`src/rtl/hdmi_packet_pkg.sv`:
```
// Shared types, constants and the BCH(64,56)/(32,24) LFSR step for the
// HDMI data-island packet receiver.
package hdmi_packet_pkg;

  typedef logic [23:0] header_t;
  typedef logic [55:0] subpacket_t;

  localparam int         PACKET_PIXELS    = 32;
  localparam logic [7:0] BCH_POLY         = 8'b1000_0011;
  localparam int         HEADER_DATA_BITS = 24;
  localparam int         SUB_DATA_BITS    = 56;

  localparam logic [7:0] ACR          = 8'h01;
  localparam logic [7:0] AUDIO_SAMPLE = 8'h02;

  typedef enum logic {
    ST_IDLE,
    ST_COLLECT
  } rx_state_e;

  // One bit of G(x) = 1 + x^6 + x^7 + x^8, data taken in transmission order.
  function automatic logic [7:0] bch_step(input logic [7:0] ecc, input logic d);
    return (ecc >> 1) ^ ((ecc[0] ^ d) ? BCH_POLY : 8'h00);
  endfunction

endpackage

```
`src/rtl/bch_ecc_accumulator.sv`:
```
// BCH parity accumulator for one packet field; takes BITS_PER_CYCLE data
// bits per pixel, lowest-numbered bit first.
module bch_ecc_accumulator
  import hdmi_packet_pkg::*;
#(
  parameter int BITS_PER_CYCLE = 1
) (
  input  logic                      clk_pixel,
  input  logic                      reset_n,
  input  logic                      clear,
  input  logic                      enable,
  input  logic [BITS_PER_CYCLE-1:0] data,
  output logic [7:0]                ecc
);

  logic [7:0] ecc_q, ecc_d;

  // NOTE: blocking assignments inside always_comb are intentional: each bit
  // step consumes the result of the previous one within the same pixel.
  always_comb begin
    ecc_d = clear ? 8'h00 : ecc_q;
    if (enable) begin
      for (int b = 0; b < BITS_PER_CYCLE; b++) begin
        ecc_d = bch_step(ecc_d, data[b]);
      end
    end
  end

  always_ff @(posedge clk_pixel or negedge reset_n) begin
    if (!reset_n) begin
      ecc_q <= 8'h00;
    end else begin
      ecc_q <= ecc_d;
    end
  end

  assign ecc = ecc_q;

endmodule

```
`src/rtl/packet_receiver.sv`:
```
// HDMI data-island packet receiver: reassembles header and four subpackets
// from TERC4 nibbles. Define PACKET_RECEIVER_ECC_EN to build BCH checking.
module packet_receiver
  import hdmi_packet_pkg::*;
(
  input  logic            clk_pixel,
  input  logic            reset_n,
  input  logic            data_island_active,
  input  logic [3:0]      ch0_terc4,
  input  logic [3:0]      ch1_terc4,
  input  logic [3:0]      ch2_terc4,
  output logic            packet_valid,
  output logic [23:0]     header,
  output logic [3:0][55:0] sub,
  output logic            header_error,
  output logic [3:0]      sub_error,
  output logic            packet_aborted
);

  localparam int               IDX_W    = $clog2(PACKET_PIXELS);
  localparam logic [IDX_W-1:0] LAST_IDX = IDX_W'(PACKET_PIXELS - 1);

  rx_state_e              state_q, state_d;
  logic [IDX_W-1:0]       idx_q, idx_d, pix_idx;
  logic                   marker_low, last_pixel, abort_d;

  logic [30:0]            hdr_sr_q;
  logic [31:0]            hdr_sr_d;
  logic [3:0][61:0]       sub_sr_q;
  logic [3:0][63:0]       sub_sr_d;

  logic                   packet_valid_q, packet_aborted_q;
  header_t                header_q;
  logic [3:0][55:0]       sub_q;

  // Sync bits on ch0 carry no packet content.
  logic                   unused_sync;
  assign unused_sync = ^ch0_terc4[1:0];

  // A low start marker always defines pixel 0, whatever idx says.
  always_comb begin
    state_d    = state_q;
    idx_d      = idx_q;
    abort_d    = 1'b0;
    marker_low = data_island_active && !ch0_terc4[3];
    pix_idx    = marker_low ? '0 : idx_q;
    last_pixel = data_island_active && (pix_idx == LAST_IDX);

    case (state_q)
      ST_IDLE: begin
        if (data_island_active) begin
          state_d = ST_COLLECT;
          idx_d   = pix_idx + IDX_W'(1);
        end else begin
          idx_d   = '0;
        end
      end
      ST_COLLECT: begin
        if (!data_island_active) begin
          state_d = ST_IDLE;
          idx_d   = '0;
          abort_d = (idx_q != '0);
        end else begin
          idx_d   = pix_idx + IDX_W'(1);
          abort_d = marker_low && (idx_q != '0);
        end
      end
      default: begin
        state_d = ST_IDLE;
        idx_d   = '0;
      end
    endcase
  end

  // The final pixel's bits enter through _d, so the stored part is one short.
  always_comb begin
    hdr_sr_d = {ch0_terc4[2], hdr_sr_q};
    for (int k = 0; k < 4; k++) begin
      sub_sr_d[k] = {ch2_terc4[k], ch1_terc4[k], sub_sr_q[k]};
    end
  end

  // NOTE: the shift registers carry no reset; every bit is rewritten during
  // a packet before it can be loaded into the outputs.
  always_ff @(posedge clk_pixel) begin
    if (data_island_active) begin
      hdr_sr_q <= hdr_sr_d[31:1];
      for (int k = 0; k < 4; k++) begin
        sub_sr_q[k] <= sub_sr_d[k][63:2];
      end
    end
  end

  always_ff @(posedge clk_pixel or negedge reset_n) begin
    if (!reset_n) begin
      state_q          <= ST_IDLE;
      idx_q            <= '0;
      packet_valid_q   <= 1'b0;
      packet_aborted_q <= 1'b0;
      header_q         <= '0;
      sub_q            <= '0;
    end else begin
      state_q          <= state_d;
      idx_q            <= idx_d;
      packet_valid_q   <= last_pixel;
      packet_aborted_q <= abort_d;
      if (last_pixel) begin
        header_q <= hdr_sr_d[HEADER_DATA_BITS-1:0];
        for (int k = 0; k < 4; k++) begin
          sub_q[k] <= sub_sr_d[k][SUB_DATA_BITS-1:0];
        end
      end
    end
  end

  assign packet_valid   = packet_valid_q;
  assign packet_aborted = packet_aborted_q;
  assign header         = header_q;
  assign sub            = sub_q;

`ifdef PACKET_RECEIVER_ECC_EN
  localparam logic [IDX_W-1:0] HDR_PAR_IDX = IDX_W'(HEADER_DATA_BITS);
  localparam logic [IDX_W-1:0] SUB_PAR_IDX = IDX_W'(SUB_DATA_BITS / 2);

  logic             first_pixel, hdr_ecc_en, sub_ecc_en;
  logic [7:0]       hdr_ecc;
  logic [3:0][7:0]  sub_ecc;
  logic [3:0]       sub_mismatch;
  logic             header_error_q;
  logic [3:0]       sub_error_q;

  assign first_pixel = data_island_active && (pix_idx == '0);
  assign hdr_ecc_en  = data_island_active && (pix_idx < HDR_PAR_IDX);
  assign sub_ecc_en  = data_island_active && (pix_idx < SUB_PAR_IDX);

  bch_ecc_accumulator #(.BITS_PER_CYCLE(1)) u_hdr_ecc (
    .clk_pixel (clk_pixel),
    .reset_n   (reset_n),
    .clear     (first_pixel),
    .enable    (hdr_ecc_en),
    .data      (ch0_terc4[2]),
    .ecc       (hdr_ecc)
  );

  for (genvar k = 0; k < 4; k++) begin : g_sub_ecc
    bch_ecc_accumulator #(.BITS_PER_CYCLE(2)) u_sub_ecc (
      .clk_pixel (clk_pixel),
      .reset_n   (reset_n),
      .clear     (first_pixel),
      .enable    (sub_ecc_en),
      .data      ({ch2_terc4[k], ch1_terc4[k]}),
      .ecc       (sub_ecc[k])
    );
    assign sub_mismatch[k] = (sub_sr_d[k][63:56] != sub_ecc[k]);
  end

  always_ff @(posedge clk_pixel or negedge reset_n) begin
    if (!reset_n) begin
      header_error_q <= 1'b0;
      sub_error_q    <= 4'b0000;
    end else if (last_pixel) begin
      header_error_q <= (hdr_sr_d[31:24] != hdr_ecc);
      sub_error_q    <= sub_mismatch;
    end
  end

  assign header_error = header_error_q;
  assign sub_error    = sub_error_q;
`else
  assign header_error = 1'b0;
  assign sub_error    = 4'b0000;
`endif

endmodule

```
`config.mk`:
```
export PLATFORM = sky130hd
export DESIGN_NAME = packet_receiver
export DESIGN_NICKNAME = d
export VERILOG_FILES = /design/src/rtl/hdmi_packet_pkg.sv /design/src/rtl/bch_ecc_accumulator.sv /design/src/rtl/packet_receiver.sv
export SDC_FILE = /design/constraint.sdc
export NUM_CORES = 1
export LEC_CHECK = 0
export CAP_MARGIN = 30
export CORE_MARGIN = 2
export CORE_UTILIZATION = 50
export CTS_BUF_LIST = sky130_fd_sc_hd__clkbuf_4 sky130_fd_sc_hd__clkbuf_8 sky130_fd_sc_hd__clkbuf_16
export DETAILED_ROUTE_END_ITERATION = 12
export HOLD_SLACK_MARGIN = 0.12
export PLACE_DENSITY = 0.84
export SETUP_SLACK_MARGIN = 0.02
export SYNTH_ARGS = -nofsm -noshare
export SYNTH_HDL_FRONTEND = slang
export SYNTH_SLANG_ARGS = --single-unit
export TNS_END_PERCENT = 5
```
`constraint.sdc`:
```
create_clock -name clk_pixel -period 6.2 [get_ports clk_pixel]
set_input_delay 1.24 -clock clk_pixel [delete_from_list [all_inputs] [get_ports clk_pixel]]
set_output_delay 1.24 -clock clk_pixel [all_outputs]
set_load 0.01 [all_outputs]
```
**After elaboration in Yosys (flattened, before gate mapping)**

Cells that the tools add are included.

- Output and inout port bits: 255
- Register bits: 535

- Multiplexer cells: 5
- Reduce and logical (&&, ||, !) cells: 5
- Add/subtract/negate cells: 1
- Equal/unequal tests: 1

Operators by type and width:

| kind | number |
|---|---|
| 5-bit 2-to-1 mux | 2 |
| 5-bit by 1-bit adder with 5-bit output, second input constant | 1 |
| 5-bit equality test, second input constant | 1 |
| 5-bit nonzero test | 1 |
| 1-bit logical AND | 3 |
| 1-bit 2-to-1 mux | 3 |
| 1-bit zero test | 1 |

**Depth between registers and ports, before layout**

Gate-level depths: netlist (run 1).

- Depth after elaboration: 5
- Mapped depth: 10
- Gate-level depth less buffers: 7

**Worst setup path after synthesis (run 1)**

Ideal clock, no wire load.

- Path kind: in2reg
- Start: input port data_island_active
- End: register header_q[0], in the netlist header[0]
- Required time: 6.075 ns
- Arrival time: 3.004 ns
- Library setup time: 0.125 ns
- Setup slack: 3.071 ns
- Cell stages on the path: 10
- Path through: or2b_1 > and2_1 > ha_1 > and4_1 > ha_1 > and2_4 > buf_6 > buf_12 > buf_12 > mux2_4

- Cells in the longest elaborated chain, start to end: 4

Ends and longest elaborated chain:

| item | line | text |
|---|---|---|
| start: declaration | packet_receiver.sv:8 | `input logic data_island_active,` |
| 1-bit logical AND | packet_receiver.sv:45 | `marker_low = data_island_active && !ch0_terc4[3];` |
| 5-bit 2-to-1 mux | packet_receiver.sv:46 | `pix_idx = marker_low ? '0 : idx_q;` |
| 5-bit equality test | packet_receiver.sv:47 | `last_pixel = data_island_active && (pix_idx == LAST_IDX);` |
| 1-bit logical AND (*) | packet_receiver.sv:47 |  |
| end signal: assignment | packet_receiver.sv:108 | `header_q <= hdr_sr_d[HEADER_DATA_BITS-1:0];` |
| end: declaration | packet_receiver.sv:33 | `header_t header_q;` |

Every way passes the cells marked *; elsewhere a longest branch is shown, timed or not.
A chain may end at the register's enable or synchronous reset.

**Worst setup path after layout (run 1)**

- Start: input port ch0_terc4[3]
- End: register sub_q, in the netlist sub[113]

- Cells in the longest elaborated chain, start to end: 5

Ends and longest elaborated chain:

| item | line | text |
|---|---|---|
| start: declaration | packet_receiver.sv:9 | `input logic [3:0] ch0_terc4,` |
| 1-bit zero test | packet_receiver.sv:45 |  |
| 1-bit logical AND | packet_receiver.sv:45 |  |
| 5-bit 2-to-1 mux | packet_receiver.sv:46 |  |
| 5-bit equality test | packet_receiver.sv:47 |  |
| 1-bit logical AND | packet_receiver.sv:47 |  |
| end signal: indexed assignment | packet_receiver.sv:110 | `sub_q[k] <= sub_sr_d[k][SUB_DATA_BITS-1:0];` |
| end: declaration | packet_receiver.sv:34 | `logic [3:0][55:0] sub_q;` |

Every way passes these cells.

==> impl_results.html, run 1 <==
<table>
<tr><th>Metric</th><th>Value</th></tr>
<tr><th colspan="2">Worst setup path</th></tr>
<tr><td>Capturing point of the worst reg2reg path</td><td>sub[113]</td></tr>
<tr><td>Reg-to-reg critical path startpoint</td><td>idx_q[0]</td></tr>
<tr><td>R2R Setup Slk</td><td>3.30 ns</td></tr>
<tr><td>Worst Setup Path Type</td><td>input port to flop</td></tr>
<tr><td>End of the critical path</td><td>sub[113]</td></tr>
<tr><td>Critical Path AT</td><td>4.44 ns</td></tr>
<tr><td>Top fanout value on the critical path</td><td>41</td></tr>
<tr><td>Required arrival time at the worst endpoint</td><td>6.65 ns</td></tr>
<tr><td>Critical Path Source Type</td><td>input port</td></tr>
<tr><td>Cell depth of the worst flop-to-flop path</td><td>7</td></tr>
<tr><td>Crit. Startpoint</td><td>ch0_terc4[3]</td></tr>
<tr><td>Endpoint type of the worst setup path</td><td>flop</td></tr>
<tr><th colspan="2">STA</th></tr>
<tr><td>Hold WS</td><td>0.412 ns</td></tr>
<tr><td>RSZ-0062 raised after global routing</td><td>no</td></tr>
<tr><td>Slew @ Worst Pin</td><td>0.903 ns</td></tr>
<tr><td>Setup violation total in the final timing report</td><td>0</td></tr>
<tr><td>Maximum clock frequency</td><td>roughly 0.25 GHz</td></tr>
<tr><td>Sum Neg Setup Slack</td><td>0 ns</td></tr>
<tr><td>Min Clock Period, post-route</td><td>3.98 ns</td></tr>
<tr><td>Portion of the clock cycle consumed by the worst path in the final layout</td><td>64.3%</td></tr>
<tr><td>Final worst setup slack</td><td>2.22 ns</td></tr>
<tr><td>Final hold violation count</td><td>0</td></tr>
<tr><td>Final clock skew</td><td>0.0167 ns</td></tr>
<tr><td>Final-report max-slew violation count</td><td>0</td></tr>
<tr><td>Worst-case headroom to the max-slew limit</td><td>39.8%</td></tr>
<tr><th colspan="2">Clocking</th></tr>
<tr><td>Clock sink total</td><td>about 540</td></tr>
<tr><td>Setup Buffers After CTS</td><td>0</td></tr>
<tr><td>Bufs on Longest Clock Path</td><td>3</td></tr>
<tr><td>Post-cts gate resize count</td><td>0</td></tr>
<tr><td>Maximum level of the CTS H-tree</td><td>2</td></tr>
<tr><td>Clock latency on the worst-skew pair</td><td>between 0.5 and 0.6 ns</td></tr>
<tr><td>Clock transition at path regs</td><td>0.06 ns</td></tr>
<tr><td>TritonCTS Buffers</td><td>52</td></tr>
<tr><td>Clk root buf</td><td>clkbuf_16</td></tr>
<tr><td>Clock tree from TritonCTS</td><td>yes</td></tr>
<tr><td>Quantity of hold-fixing buffers added after cts</td><td>0</td></tr>
<tr><th colspan="2">Logic synthesis</th></tr>
<tr><td>Top cell types by occurrence after synthesis</td><td>edfxtp_1 (279), dfrtp_1 (256), mux2_4 (201)</td></tr>
<tr><td>Fraction of synthesis flops using an asynchronous set or reset pin</td><td>47.9%</td></tr>
<tr><td>Area of the mapped netlist</td><td>0.0190 sq mm</td></tr>
<tr><td>Synth warnings</td><td>0</td></tr>
<tr><td>Number of standard cells after synthesis</td><td>839</td></tr>
<tr><td>Most common cell in the synthesized netlist</td><td>edfxtp_1</td></tr>
<tr><td>Dominant cells by area after synthesis</td><td>edfxtp_1 (44%), dfrtp_1 (34%), mux2_4 (16%)</td></tr>
<tr><td>Share of Yosys cell area claimed by the top area cell type</td><td>around 44%</td></tr>
<tr><td>EDFF count, synth</td><td>279</td></tr>
<tr><td>Sequential cell area fraction in the yosys report</td><td>just under 80%</td></tr>
<tr><td>Mean area per synthesized cell</td><td>22.7 sq um</td></tr>
<tr><td>Cell accounting for the most synthesized area</td><td>edfxtp_1</td></tr>
<tr><td>Post-synth cell types</td><td>22</td></tr>
<tr><td>Main flop type after synthesis</td><td>edfxtp_1</td></tr>
<tr><td>FF+latch count, synth</td><td>535</td></tr>
<tr><th colspan="2">Global routing</th></tr>
<tr><td>Via count of the first global-routing pass</td><td>approximately 8,900</td></tr>
<tr><td>Grt total ovfl</td><td>0</td></tr>
<tr><td>Overall track demand over capacity in global routing</td><td>17.3%</td></tr>
<tr><td>Maximum number of pins on one net before global-route repair</td><td>124</td></tr>
<tr><td>Number of antenna violations at the first check in global routing</td><td>0</td></tr>
<tr><td>Global-route wire length before repair</td><td>52.4 mm</td></tr>
<tr><th colspan="2">Power</th></tr>
<tr><td>LEAKAGE</td><td>9.79 nW</td></tr>
<tr><td>Power per Cell Area</td><td>302 mW/mm^2</td></tr>
<tr><td>Max IR drop VDD</td><td>266 uV</td></tr>
<tr><th colspan="2">Hold path</th></tr>
<tr><td>Worst min path class</td><td>flop to flop</td></tr>
<tr><td>Hold_sp</td><td>sub_sr_d[61]</td></tr>
<tr><th colspan="2">Final layout</th></tr>
<tr><td>Final core utilization</td><td>63.0%</td></tr>
<tr><td>Diode count</td><td>0</td></tr>
<tr><td>Final Net Count</td><td>1,154</td></tr>
<tr><td>Area growth from synthesis to layout</td><td>24.3%</td></tr>
<tr><td>Fraction of final layout cells with drive strength greater than 1</td><td>30.4%</td></tr>
<tr><th colspan="2">Route</th></tr>
<tr><td>Number of design rule violations left after detail routing</td><td>0</td></tr>
<tr><td>Average via count per standard cell</td><td>4.94</td></tr>
<tr><td>Vias after detailed routing</td><td>8,364</td></tr>
<tr><td>Iter 0 DRT Violations</td><td>between 400 and 500</td></tr>
<tr><td>Routed wire length per instance</td><td>about 20 microns</td></tr>
<tr><td>Sum of routed wire length over all layers</td><td>33.9 mm</td></tr>
<tr><td>First-pass iteration count of the detailed router</td><td>4</td></tr>
<tr><td>Count of antenna-violating nets left after detailed routing</td><td>0</td></tr>
<tr><th colspan="2">Die</th></tr>
<tr><td>Site Rows</td><td>71</td></tr>
<tr><td>Die Span Y</td><td>roughly 200 microns</td></tr>
<tr><td>Die span in x</td><td>between 150 and 200 microns</td></tr>
<tr><td>Top-level port count</td><td>270</td></tr>
<tr><td>Initial standard-cell utilization of the core</td><td>50.6%</td></tr>
<tr><td>Core Footprint</td><td>0.0376 sq mm</td></tr>
<tr><td>Total die area</td><td>0.0396 sq mm</td></tr>
<tr><th colspan="2">Flow run</th></tr>
<tr><td>Number of maximum-capacitance violations</td><td>0</td></tr>
<tr><th colspan="2">Placement</th></tr>
<tr><td>Final GP Congestion</td><td>slightly above 0.7</td></tr>
<tr><td>Worst slack at placement</td><td>around 1.6 ns</td></tr>
<tr><td>Port bufs</td><td>262</td></tr>
<tr><td>Half-perimeter wire length after detailed placement</td><td>20.6 mm</td></tr>
<tr><th colspan="2">Outcome</th></tr>
<tr><td>Outcome</td><td>complete, no violations</td></tr>
</table>
-- final cells by class --
type / count / area, sq um
Sequential cell: 535 / 14800
Clock buffer: 84 / 1630
Tap cell: 511 / 639
Fill cell: 2558 / 13900
Inverter: 1 / 3.75
Clock inverter: 14 / 108
Multi-Input combinational cell: 274 / 3720
Timing Repair Buffer: 273 / 2770
-- per-stage QoR --
stage	instances	power (mW)	instance area (sq um)
after CTS	1691	7.23	23600
after detailed placement	1593	4.10	21900
after global routing	1692	7.40	23700
final	1692	7.14	23700
after floorplan	843	3.98	19000
after global placement	1593	4.08	21900
-- layout by cell type, fill, tap and decap left out, drive strengths merged --
cell and n:
edfxtp 279, clkdlybuf4s50 260, dfrtp 256, mux2 248, clkbuf 84, clkinv 13
buf 13, and2 6, conb 5, nand3b 2, nand3 2, a21oi 2
ha 2, or2b 1, mux2i 1, a21bo 1, inv 1, and4 1
or3 1, nand2 1, o311a 1, bufinv 1
-- worst min path at each step --
stage | cells after the start | endpoint
6_report | 0 | sub_sr_d[59]
5_1_grt | 0 | sub_sr_d[59]
4_1_cts | 0 | sub_sr_d[56]
3_5_place_dp | 0 | sub_sr_d[122]
3_3_place_gp | 0 | sub_sr_d[182]
2_1_floorplan | 0 | hdr_sr_q[23]
-- sequential cells by signal, summed over array words and instances, names as in the netlist --
signal          flops
state_q             1
hdr_sr_q           31
packet_valid        1
sub_sr_d          248
idx_q               5
header             24
packet_aborted      1
sub               224
-- where the power goes --
group / total, mW / switching, mW / internal (mW)
logic: 0.0943 / 0.0755 / 0.0188
clock network: 3.12 / 1.27 / 1.85
registers: 3.93 / 0.0535 / 3.88
total: 7.14 / 1.40 / 5.74
-- metal layers --
metal / routed length (microns) / up-vias / global-route usage (%)
li1: - / 3703 / -
met1: 14700 / 4379 / 23.9
met2: 16200 / 240 / 26.7
met3: 2470 / 42 / 5.28
met4: 592 / 0 / 5.20
met5: 0 / - / 0
-- kinds of logic (layout without fill, tap and decap cells) --
group | Yosys count | count (layout) | share of synthesized area [%]
AOI/OAI and AO/OA | 4 | 4 | 0.158
adders and majority gates | 2 | 2 | 0.131
buffers and inverters | 34 | 372 | 2.83
DFF | 535 | 535 | 77.7
muxes | 249 | 249 | 18.7
other | 1 | 5 | 0.0197
and+or+nand+nor | 14 | 14 | 0.480
-- worst max-delay path, cell delays in order --
cell and delay, ns:
clkdlybuf4s50_1 0.61, or2b_1 0.18, and2_1 0.15, ha_1 0.19, and4_1 0.20, ha_1 0.15, and2_4 0.66, buf_4 0.59
mux2_2 0.40
Note: power is estimated with default switching activity, not from simulation.
==> run 2, diff against run 1 <==
- clock period: 6.2 -> 3.67 ns (I/O delays scaled with it)
==> run 2 against run 1 <==
Sequential cell count is the same. Clock skew decreased by 0.0069 ns. Total power grew 76%. Combinational power increased by 79%. Setup slack worse by 1.4 ns. Sequential share of layout area down 0.88 points. Design area up 1.4%. Utilization is 0.90 points higher. Clock power up 85%. Critical endpoint is now sub[184]. Largest cell class unchanged. Highest routed layer unchanged.
==> impl_results.html, run 2 (synthesis results as in run 1) <==
<table>
<tr><th>Metric</th><th>Value</th></tr>
<tr><th colspan="2">Outcome</th></tr>
<tr><td>Outcome</td><td>complete, no violations</td></tr>
<tr><th colspan="2">Final layout</th></tr>
<tr><td>Flip-flop count of the largest register, all copies and words added</td><td>248</td></tr>
<tr><td>Number of standard cells in the layout, taps in and fillers out</td><td>1,698</td></tr>
<tr><td>Final Net Count</td><td>1,162</td></tr>
<tr><td>Most frequent standard cell in the layout excluding fill and tap cells</td><td>edfxtp_1</td></tr>
<tr><td>Area growth from synthesis to layout</td><td>26.1%</td></tr>
<tr><td>Commonest cells after routing, fill and taps aside</td><td>edfxtp_1 (279), clkdlybuf4s50_1 (260), dfrtp_1 (256), mux2_4 (201), clkbuf_16 (53)</td></tr>
<tr><td>Diode count</td><td>0</td></tr>
<tr><td>Fraction of final layout cells with drive strength greater than 1</td><td>~30%</td></tr>
<tr><th colspan="2">Clocking</th></tr>
<tr><td>Clock sink total</td><td>535</td></tr>
<tr><td>Maximum level of the CTS H-tree</td><td>2</td></tr>
<tr><td>Clock tree from TritonCTS</td><td>yes</td></tr>
<tr><td>Post-cts gate resize count</td><td>0</td></tr>
<tr><td>Setup Buffers After CTS</td><td>0</td></tr>
<tr><td>TritonCTS Buffers</td><td>roughly 50</td></tr>
<tr><td>Clock transition at path regs</td><td>around 0.060 ns</td></tr>
<tr><td>Clk root buf</td><td>clkbuf_16</td></tr>
<tr><td>Bufs on Longest Clock Path</td><td>3</td></tr>
<tr><td>Quantity of hold-fixing buffers added after cts</td><td>0</td></tr>
<tr><td>Clock latency on the worst-skew pair</td><td>0.57 ns</td></tr>
<tr><th colspan="2">Worst setup path</th></tr>
<tr><td>Critical Path Max Stage Delay</td><td>0.54 ns</td></tr>
<tr><td>Critical Path AT</td><td>3.27 ns</td></tr>
<tr><td>Endpoint type of the worst setup path</td><td>flop</td></tr>
<tr><td>Cell depth of the worst flop-to-flop path</td><td>8</td></tr>
<tr><td>Cells traversed along the worst timing path</td><td>clkdlybuf4s50_1, or2b_1, and2_1, ha_1, and4_1, ha_1, and2_4, buf_12, buf_4, mux2_4</td></tr>
<tr><td>Critical Path Source Type</td><td>input port</td></tr>
<tr><td>Capturing point of the worst reg2reg path</td><td>sub[184]</td></tr>
<tr><td>R2R Setup Slk</td><td>~1.5 ns</td></tr>
<tr><td>Slowest library cell on the worst path</td><td>clkdlybuf4s50_1</td></tr>
<tr><td>Top fanout value on the critical path</td><td>16</td></tr>
<tr><td>Cell class contributing the biggest share of worst-path delay</td><td>buffers and inverters</td></tr>
<tr><td>Cell occurring most often along the worst timing path</td><td>ha_1</td></tr>
<tr><td>Required arrival time at the worst endpoint</td><td>4.12 ns</td></tr>
<tr><td>Worst Setup Path Type</td><td>input port to flop</td></tr>
<tr><td>Critical path buffer and inverter count</td><td>3</td></tr>
<tr><td>Reg-to-reg critical path startpoint</td><td>idx_q[1]</td></tr>
<tr><th colspan="2">Placement</th></tr>
<tr><td>Final GP Congestion</td><td>0.726</td></tr>
<tr><td>Worst slack at placement</td><td>0.295 ns</td></tr>
<tr><td>Half-perimeter wire length after detailed placement</td><td>21.5 mm</td></tr>
<tr><td>Port bufs</td><td>262</td></tr>
<tr><td>Placed cell count</td><td>1,602</td></tr>
<tr><th colspan="2">Global routing</th></tr>
<tr><td>Maximum number of pins on one net before global-route repair</td><td>156</td></tr>
<tr><td>Grt total ovfl</td><td>0</td></tr>
<tr><td>Via count of the first global-routing pass</td><td>approximately 9,000</td></tr>
<tr><td>Global-route wire length before repair</td><td>54.5 mm</td></tr>
<tr><td>Overall track demand over capacity in global routing</td><td>18.1%</td></tr>
<tr><td>Number of antenna violations at the first check in global routing</td><td>0</td></tr>
<tr><th colspan="2">STA</th></tr>
<tr><td>Portion of the clock cycle consumed by the worst path in the final layout</td><td>76.6%</td></tr>
<tr><td>Final worst setup slack</td><td>0.858 ns</td></tr>
<tr><td>Slew @ Worst Pin</td><td>0.954 ns</td></tr>
<tr><td>RSZ-0062 raised after global routing</td><td>no</td></tr>
<tr><td>Maximum clock frequency</td><td>0.356 GHz</td></tr>
<tr><td>Min Clock Period, post-route</td><td>2.81 ns</td></tr>
<tr><td>Sum Neg Setup Slack</td><td>0 ns</td></tr>
<tr><td>Setup violation total in the final timing report</td><td>0</td></tr>
<tr><td>Final hold violation count</td><td>0</td></tr>
<tr><td>Worst-case headroom to the max-slew limit</td><td>36.4%</td></tr>
<tr><td>Final clock skew</td><td>0.00981 ns</td></tr>
<tr><td>Final-report max-slew violation count</td><td>0</td></tr>
<tr><th colspan="2">Power</th></tr>
<tr><td>Final Power</td><td>12.6 mW</td></tr>
<tr><td>Max IR drop VDD</td><td>between 300 and 400 uV</td></tr>
<tr><td>LEAKAGE</td><td>9.88 nW</td></tr>
<tr><td>Power per Cell Area</td><td>524 mW/mm^2</td></tr>
<tr><th colspan="2">Route</th></tr>
<tr><td>First-pass iteration count of the detailed router</td><td>4</td></tr>
<tr><td>Count of antenna-violating nets left after detailed routing</td><td>0</td></tr>
<tr><td>Routed wire length per instance</td><td>around 21 microns</td></tr>
<tr><td>Iter 0 DRT Violations</td><td>between 400 and 500</td></tr>
<tr><td>Number of design rule violations left after detail routing</td><td>0</td></tr>
<tr><td>Average via count per standard cell</td><td>roughly 5.0</td></tr>
<tr><td>Vias after detailed routing</td><td>8,430</td></tr>
<tr><td>Sum of routed wire length over all layers</td><td>approximately 35 mm</td></tr>
<tr><th colspan="2">Die</th></tr>
<tr><td>Site Rows</td><td>71</td></tr>
<tr><td>Initial standard-cell utilization of the core</td><td>between 50% and 60%</td></tr>
<tr><td>Top-level port count</td><td>270</td></tr>
<tr><td>Die span in x</td><td>199 microns</td></tr>
<tr><td>Total die area</td><td>a little under 0.04 sq mm</td></tr>
<tr><td>Die Span Y</td><td>199 microns</td></tr>
<tr><td>Core Footprint</td><td>around 0.038 sq mm</td></tr>
<tr><th colspan="2">Hold path</th></tr>
<tr><td>Worst min path class</td><td>input port to async pin</td></tr>
<tr><th colspan="2">Flow run</th></tr>
<tr><td>Number of maximum-capacitance violations</td><td>0</td></tr>
</table>
-- run 2: changes by cell type in the layout (fill, tap and decap cells not counted), sizes merged --
cell / change
buf: +9
bufinv: +10
clkbuf: -23
clkinv: +1
clkinvlp: +9
-- run 2: worst max path at each step --
stage	startpoint	slack, ns	depth (start not counted)	to
3_3_place_gp	ch0_terc4[3]	0.39	10	sub[188]
5_1_grt	ch0_terc4[3]	0.75	10	sub[171]
3_5_place_dp	ch0_terc4[3]	0.29	10	sub[180]
2_1_floorplan	data_island_active	1.05	10	header[0]
4_1_cts	ch0_terc4[3]	0.92	10	sub[184]
6_report	ch0_terc4[3]	0.86	10	sub[184]
-- run 2: final cells by class --
| cell class | instances | area, sq um |
|---|---|---|
| clock buffers | 61 | 1420 |
| clock inverters | 34 | 468 |
| fillers | 2517 | 13600 |
| inverters | 1 | 3.75 |
| multi-input cells | 274 | 3720 |
| flip-flops and latches | 535 | 14800 |
| well taps | 511 | 639 |
| repair buffers | 282 | 2970 |
-- run 2: metal layers --
metal | GRT usage (%) | wire length [microns]
met4 | 5.64 | 707
met1 | 24.5 | 14900
met3 | 5.82 | 2700
met2 | 28.1 | 16900
met5 | 0 | 0
-- run 2: worst reg2reg max path, cell delays in order (launching register included) --
cell	delay [ns]
dfrtp_1	0.37
and2_1	0.17
ha_1	0.19
and4_1	0.19
ha_1	0.14
and2_4	0.17
buf_12	0.18
buf_4	0.34
mux2_4	0.35
-- run 2: per-stage QoR --
step           hold slack (ns)  utilization (%)  area, sq um
2_1_floorplan            0.400                -        19000
5_1_grt                  0.250             63.9        24000
6_report                 0.208             63.9        24000
3_5_place_dp             0.405             58.8        22100
3_3_place_gp             0.401             58.8        22100
4_1_cts                  0.211             63.8        24000
-- run 2: where the power goes --
| group | leakage [nW] | total, mW | switching, mW | internal, mW |
|---|---|---|---|---|
| Sequential | 6.30 | 6.64 | 0.0913 | 6.55 |
| Combinational | 2.68 | 0.169 | 0.132 | 0.0375 |
| Clock | 0.901 | 5.77 | 2.23 | 3.54 |
==> run 3, diff against run 2 <==
- clock period: 3.67 -> 2.6 ns (I/O delays scaled with it)
==> run 3 against run 2 <==
Sequential share of layout area hardly changed. Clock skew is 0.0068 ns higher. Final cell count is 0.94% higher. Total power is 38% higher. Non-clock buffer count is 10 higher. Critical endpoint is now sub[67]. Largest cell class unchanged.
==> impl_results.html, run 3 (synthesis results as in run 1) <==
<table>
<tr><th>Metric</th><th>Value</th></tr>
<tr><th colspan="2">Clocking</th></tr>
<tr><td>Clk root buf</td><td>clkbuf_16</td></tr>
<tr><td>Post-cts gate resize count</td><td>0</td></tr>
<tr><td>Clock tree from TritonCTS</td><td>yes</td></tr>
<tr><td>Clock sink total</td><td>535</td></tr>
<tr><td>Bufs on Longest Clock Path</td><td>3</td></tr>
<tr><td>Clock latency on the worst-skew pair</td><td>0.59 ns</td></tr>
<tr><td>Maximum level of the CTS H-tree</td><td>2</td></tr>
<tr><td>Clock transition at path regs</td><td>0.06 ns</td></tr>
<tr><td>Quantity of hold-fixing buffers added after cts</td><td>1</td></tr>
<tr><td>TritonCTS Buffers</td><td>between 50 and 60</td></tr>
<tr><td>Setup Buffers After CTS</td><td>0</td></tr>
<tr><th colspan="2">Power</th></tr>
<tr><td>Power per Cell Area</td><td>722 mW/mm^2</td></tr>
<tr><td>Max IR drop VDD</td><td>604 uV</td></tr>
<tr><td>LEAKAGE</td><td>9.93 nW</td></tr>
<tr><th colspan="2">STA</th></tr>
<tr><td>Final-report max-slew violation count</td><td>0</td></tr>
<tr><td>Worst-case headroom to the max-slew limit</td><td>18.6%</td></tr>
<tr><td>Final hold violation count</td><td>0</td></tr>
<tr><td>Min Clock Period, post-route</td><td>2.36 ns</td></tr>
<tr><td>Final clock skew</td><td>0.0166 ns</td></tr>
<tr><td>Slew @ Worst Pin</td><td>1.22 ns</td></tr>
<tr><td>RSZ-0062 raised after global routing</td><td>no</td></tr>
<tr><td>Portion of the clock cycle consumed by the worst path in the final layout</td><td>a little over 90%</td></tr>
<tr><td>Maximum clock frequency</td><td>0.424 GHz</td></tr>
<tr><td>Setup violation total in the final timing report</td><td>0</td></tr>
<tr><th colspan="2">Final layout</th></tr>
<tr><td>Area growth from synthesis to layout</td><td>26.0%</td></tr>
<tr><td>Fraction of final layout cells with drive strength greater than 1</td><td>between 30% and 40%</td></tr>
<tr><td>Most frequent standard cell in the layout excluding fill and tap cells</td><td>edfxtp_1</td></tr>
<tr><td>Flip-flop count of the largest register, all copies and words added</td><td>approximately 250</td></tr>
<tr><td>Multi-input gate area</td><td>0.00372 sq mm</td></tr>
<tr><td>Commonest cells after routing, fill and taps aside</td><td>edfxtp_1 (279), clkdlybuf4s50_1 (260), dfrtp_1 (256), mux2_4 (201), clkbuf_16 (54)</td></tr>
<tr><td>Number of standard cells in the layout, taps in and fillers out</td><td>1,714</td></tr>
<tr><td>Final Net Count</td><td>~1,200</td></tr>
<tr><td>Diode count</td><td>0</td></tr>
<tr><td>Count of fill cells added during filler insertion</td><td>2,538</td></tr>
<tr><td>Flip-flop and latch area</td><td>0.0148 sq mm</td></tr>
<tr><td>Fin area</td><td>0.0240 sq mm</td></tr>
<tr><th colspan="2">Global routing</th></tr>
<tr><td>Global-route wire length before repair</td><td>54.4 mm</td></tr>
<tr><td>Via count of the first global-routing pass</td><td>9,020</td></tr>
<tr><td>Overall track demand over capacity in global routing</td><td>between 15 and 20%</td></tr>
<tr><td>Number of antenna violations at the first check in global routing</td><td>0</td></tr>
<tr><td>Grt total ovfl</td><td>0</td></tr>
<tr><td>Maximum number of pins on one net before global-route repair</td><td>198</td></tr>
<tr><th colspan="2">Die</th></tr>
<tr><td>Top-level port count</td><td>270</td></tr>
<tr><td>Initial standard-cell utilization of the core</td><td>50.6%</td></tr>
<tr><td>Die span in x</td><td>199 microns</td></tr>
<tr><td>Site Rows</td><td>71</td></tr>
<tr><td>Total die area</td><td>around 0.040 sq mm</td></tr>
<tr><td>Core Footprint</td><td>0.0376 sq mm</td></tr>
<tr><td>Die Span Y</td><td>199 microns</td></tr>
<tr><th colspan="2">Route</th></tr>
<tr><td>Number of design rule violations left after detail routing</td><td>0</td></tr>
<tr><td>Count of antenna-violating nets left after detailed routing</td><td>0</td></tr>
<tr><td>Sum of routed wire length over all layers</td><td>35.4 mm</td></tr>
<tr><td>Iter 0 DRT Violations</td><td>382</td></tr>
<tr><td>First-pass iteration count of the detailed router</td><td>4</td></tr>
<tr><td>Vias after detailed routing</td><td>8,384</td></tr>
<tr><td>Routed wire length per instance</td><td>around 21 microns</td></tr>
<tr><td>Average via count per standard cell</td><td>just under 5</td></tr>
<tr><th colspan="2">Worst setup path</th></tr>
<tr><td>Required arrival time at the worst endpoint</td><td>3.07 ns</td></tr>
<tr><td>Cells traversed along the worst timing path</td><td>clkdlybuf4s50_1, or2b_1, and2_1, ha_1, and4_1, ha_1, and2_4, buf_12, buf_12, mux2_4</td></tr>
<tr><td>Critical Path Max Stage Delay</td><td>0.43 ns</td></tr>
<tr><td>Critical Path AT</td><td>2.83 ns</td></tr>
<tr><td>Cell depth of the worst flop-to-flop path</td><td>7</td></tr>
<tr><td>Endpoint type of the worst setup path</td><td>flop</td></tr>
<tr><td>Critical Path Source Type</td><td>input port</td></tr>
<tr><td>Worst Setup Path Type</td><td>input port to flop</td></tr>
<tr><td>Top fanout value on the critical path</td><td>27</td></tr>
<tr><td>Slowest library cell on the worst path</td><td>clkdlybuf4s50_1</td></tr>
<tr><th colspan="2">Placement</th></tr>
<tr><td>Cell area reported after detailed placement</td><td>0.0222 sq mm</td></tr>
<tr><td>Final GP Congestion</td><td>0.735</td></tr>
<tr><td>Half-perimeter wire length after detailed placement</td><td>between 20 and 25 mm</td></tr>
<tr><td>Port bufs</td><td>262</td></tr>
<tr><td>Placed cell count</td><td>1,612</td></tr>
<tr><th colspan="2">Hold path</th></tr>
<tr><td>Number of cells on the worst hold path</td><td>0</td></tr>
<tr><td>Worst min path class</td><td>flop to flop</td></tr>
<tr><th colspan="2">Flow run</th></tr>
<tr><td>Number of maximum-capacitance violations</td><td>0</td></tr>
<tr><th colspan="2">Outcome</th></tr>
<tr><td>Outcome</td><td>complete, no violations</td></tr>
</table>
==> run 3: cell count changes in the layout (fill, tap and decap cells not counted), sizes merged <==
| cell | delta |
|---|---|
| buf | +9 |
| bufinv | -7 |
| clkbuf | +11 |
| clkinv | +6 |
| clkinvlp | -6 |
| dlygate4sd3 | +1 |
| inv | +2 |
==> run 3: metal layers <==
metal  vias to the layer above  wire length [microns]  track usage (%)
met5                         -                      0                0
li1                       3742                      -                -
met1                      4355                  15400             24.7
met3                        52                   2570             5.28
met2                       235                  16700             28.1
met4                         0                    774             5.94
==> run 3: area by class of cell <==
class | count | area share (%)
Clock inverter | 29 | 1.17
Multi-Input combinational cell | 274 | 15.5
Clock buffer | 72 | 6.33
Inverter | 1 | 0.0157
Tap cell | 511 | 2.67
Sequential cell | 535 | 61.6
Timing Repair Buffer | 292 | 12.7
==> run 3: power by group <==
| group | internal (mW) | switching, mW | total, mW |
|---|---|---|---|
| clock | 4.52 | 3.17 | 7.69 |
| sequential | 9.24 | 0.126 | 9.37 |
| combinational | 0.0556 | 0.188 | 0.244 |
==> run 3: worst max-delay path, delay by kind of cell <==
family | cells | cell delay, ns
buffers and inverters | 3 | 0.79
AND/OR/NAND/NOR | 4 | 0.78
adder cells (fa/ha/maj) | 2 | 0.39
multiplexers | 1 | 0.32
==> run 3: worst paths after layout <==
path	startpoint	slack [ns]	endpoint
worst max register to register	idx_q[0]	0.45	sub[117]
max in group asynchronous	reset_n	1.38	sub[52]
min in group asynchronous	reset_n	0.48	sub[113]
worst min-delay path	sub_sr_d[124]	0.42	sub_sr_d[122]
worst max-delay path	ch0_terc4[3]	0.24	sub[67]
worst min register to register	sub_sr_d[124]	0.42	sub_sr_d[122]
==> run 3: stage by stage <==
step	hold WS, ns	setup TNS (ns)	util, %	setup WS, ns	power [mW]
finish	0.416	0	63.8	0.242	17.3
detailed placement	0.405	-81.81	59.0	-0.394	9.79
CTS	0.419	0	63.8	0.249	17.5
floorplan	0.224	0	-	0.191	9.50
global placement	0.401	-71.52	59.0	-0.338	9.76
global route	0.418	0	63.8	0.118	17.9
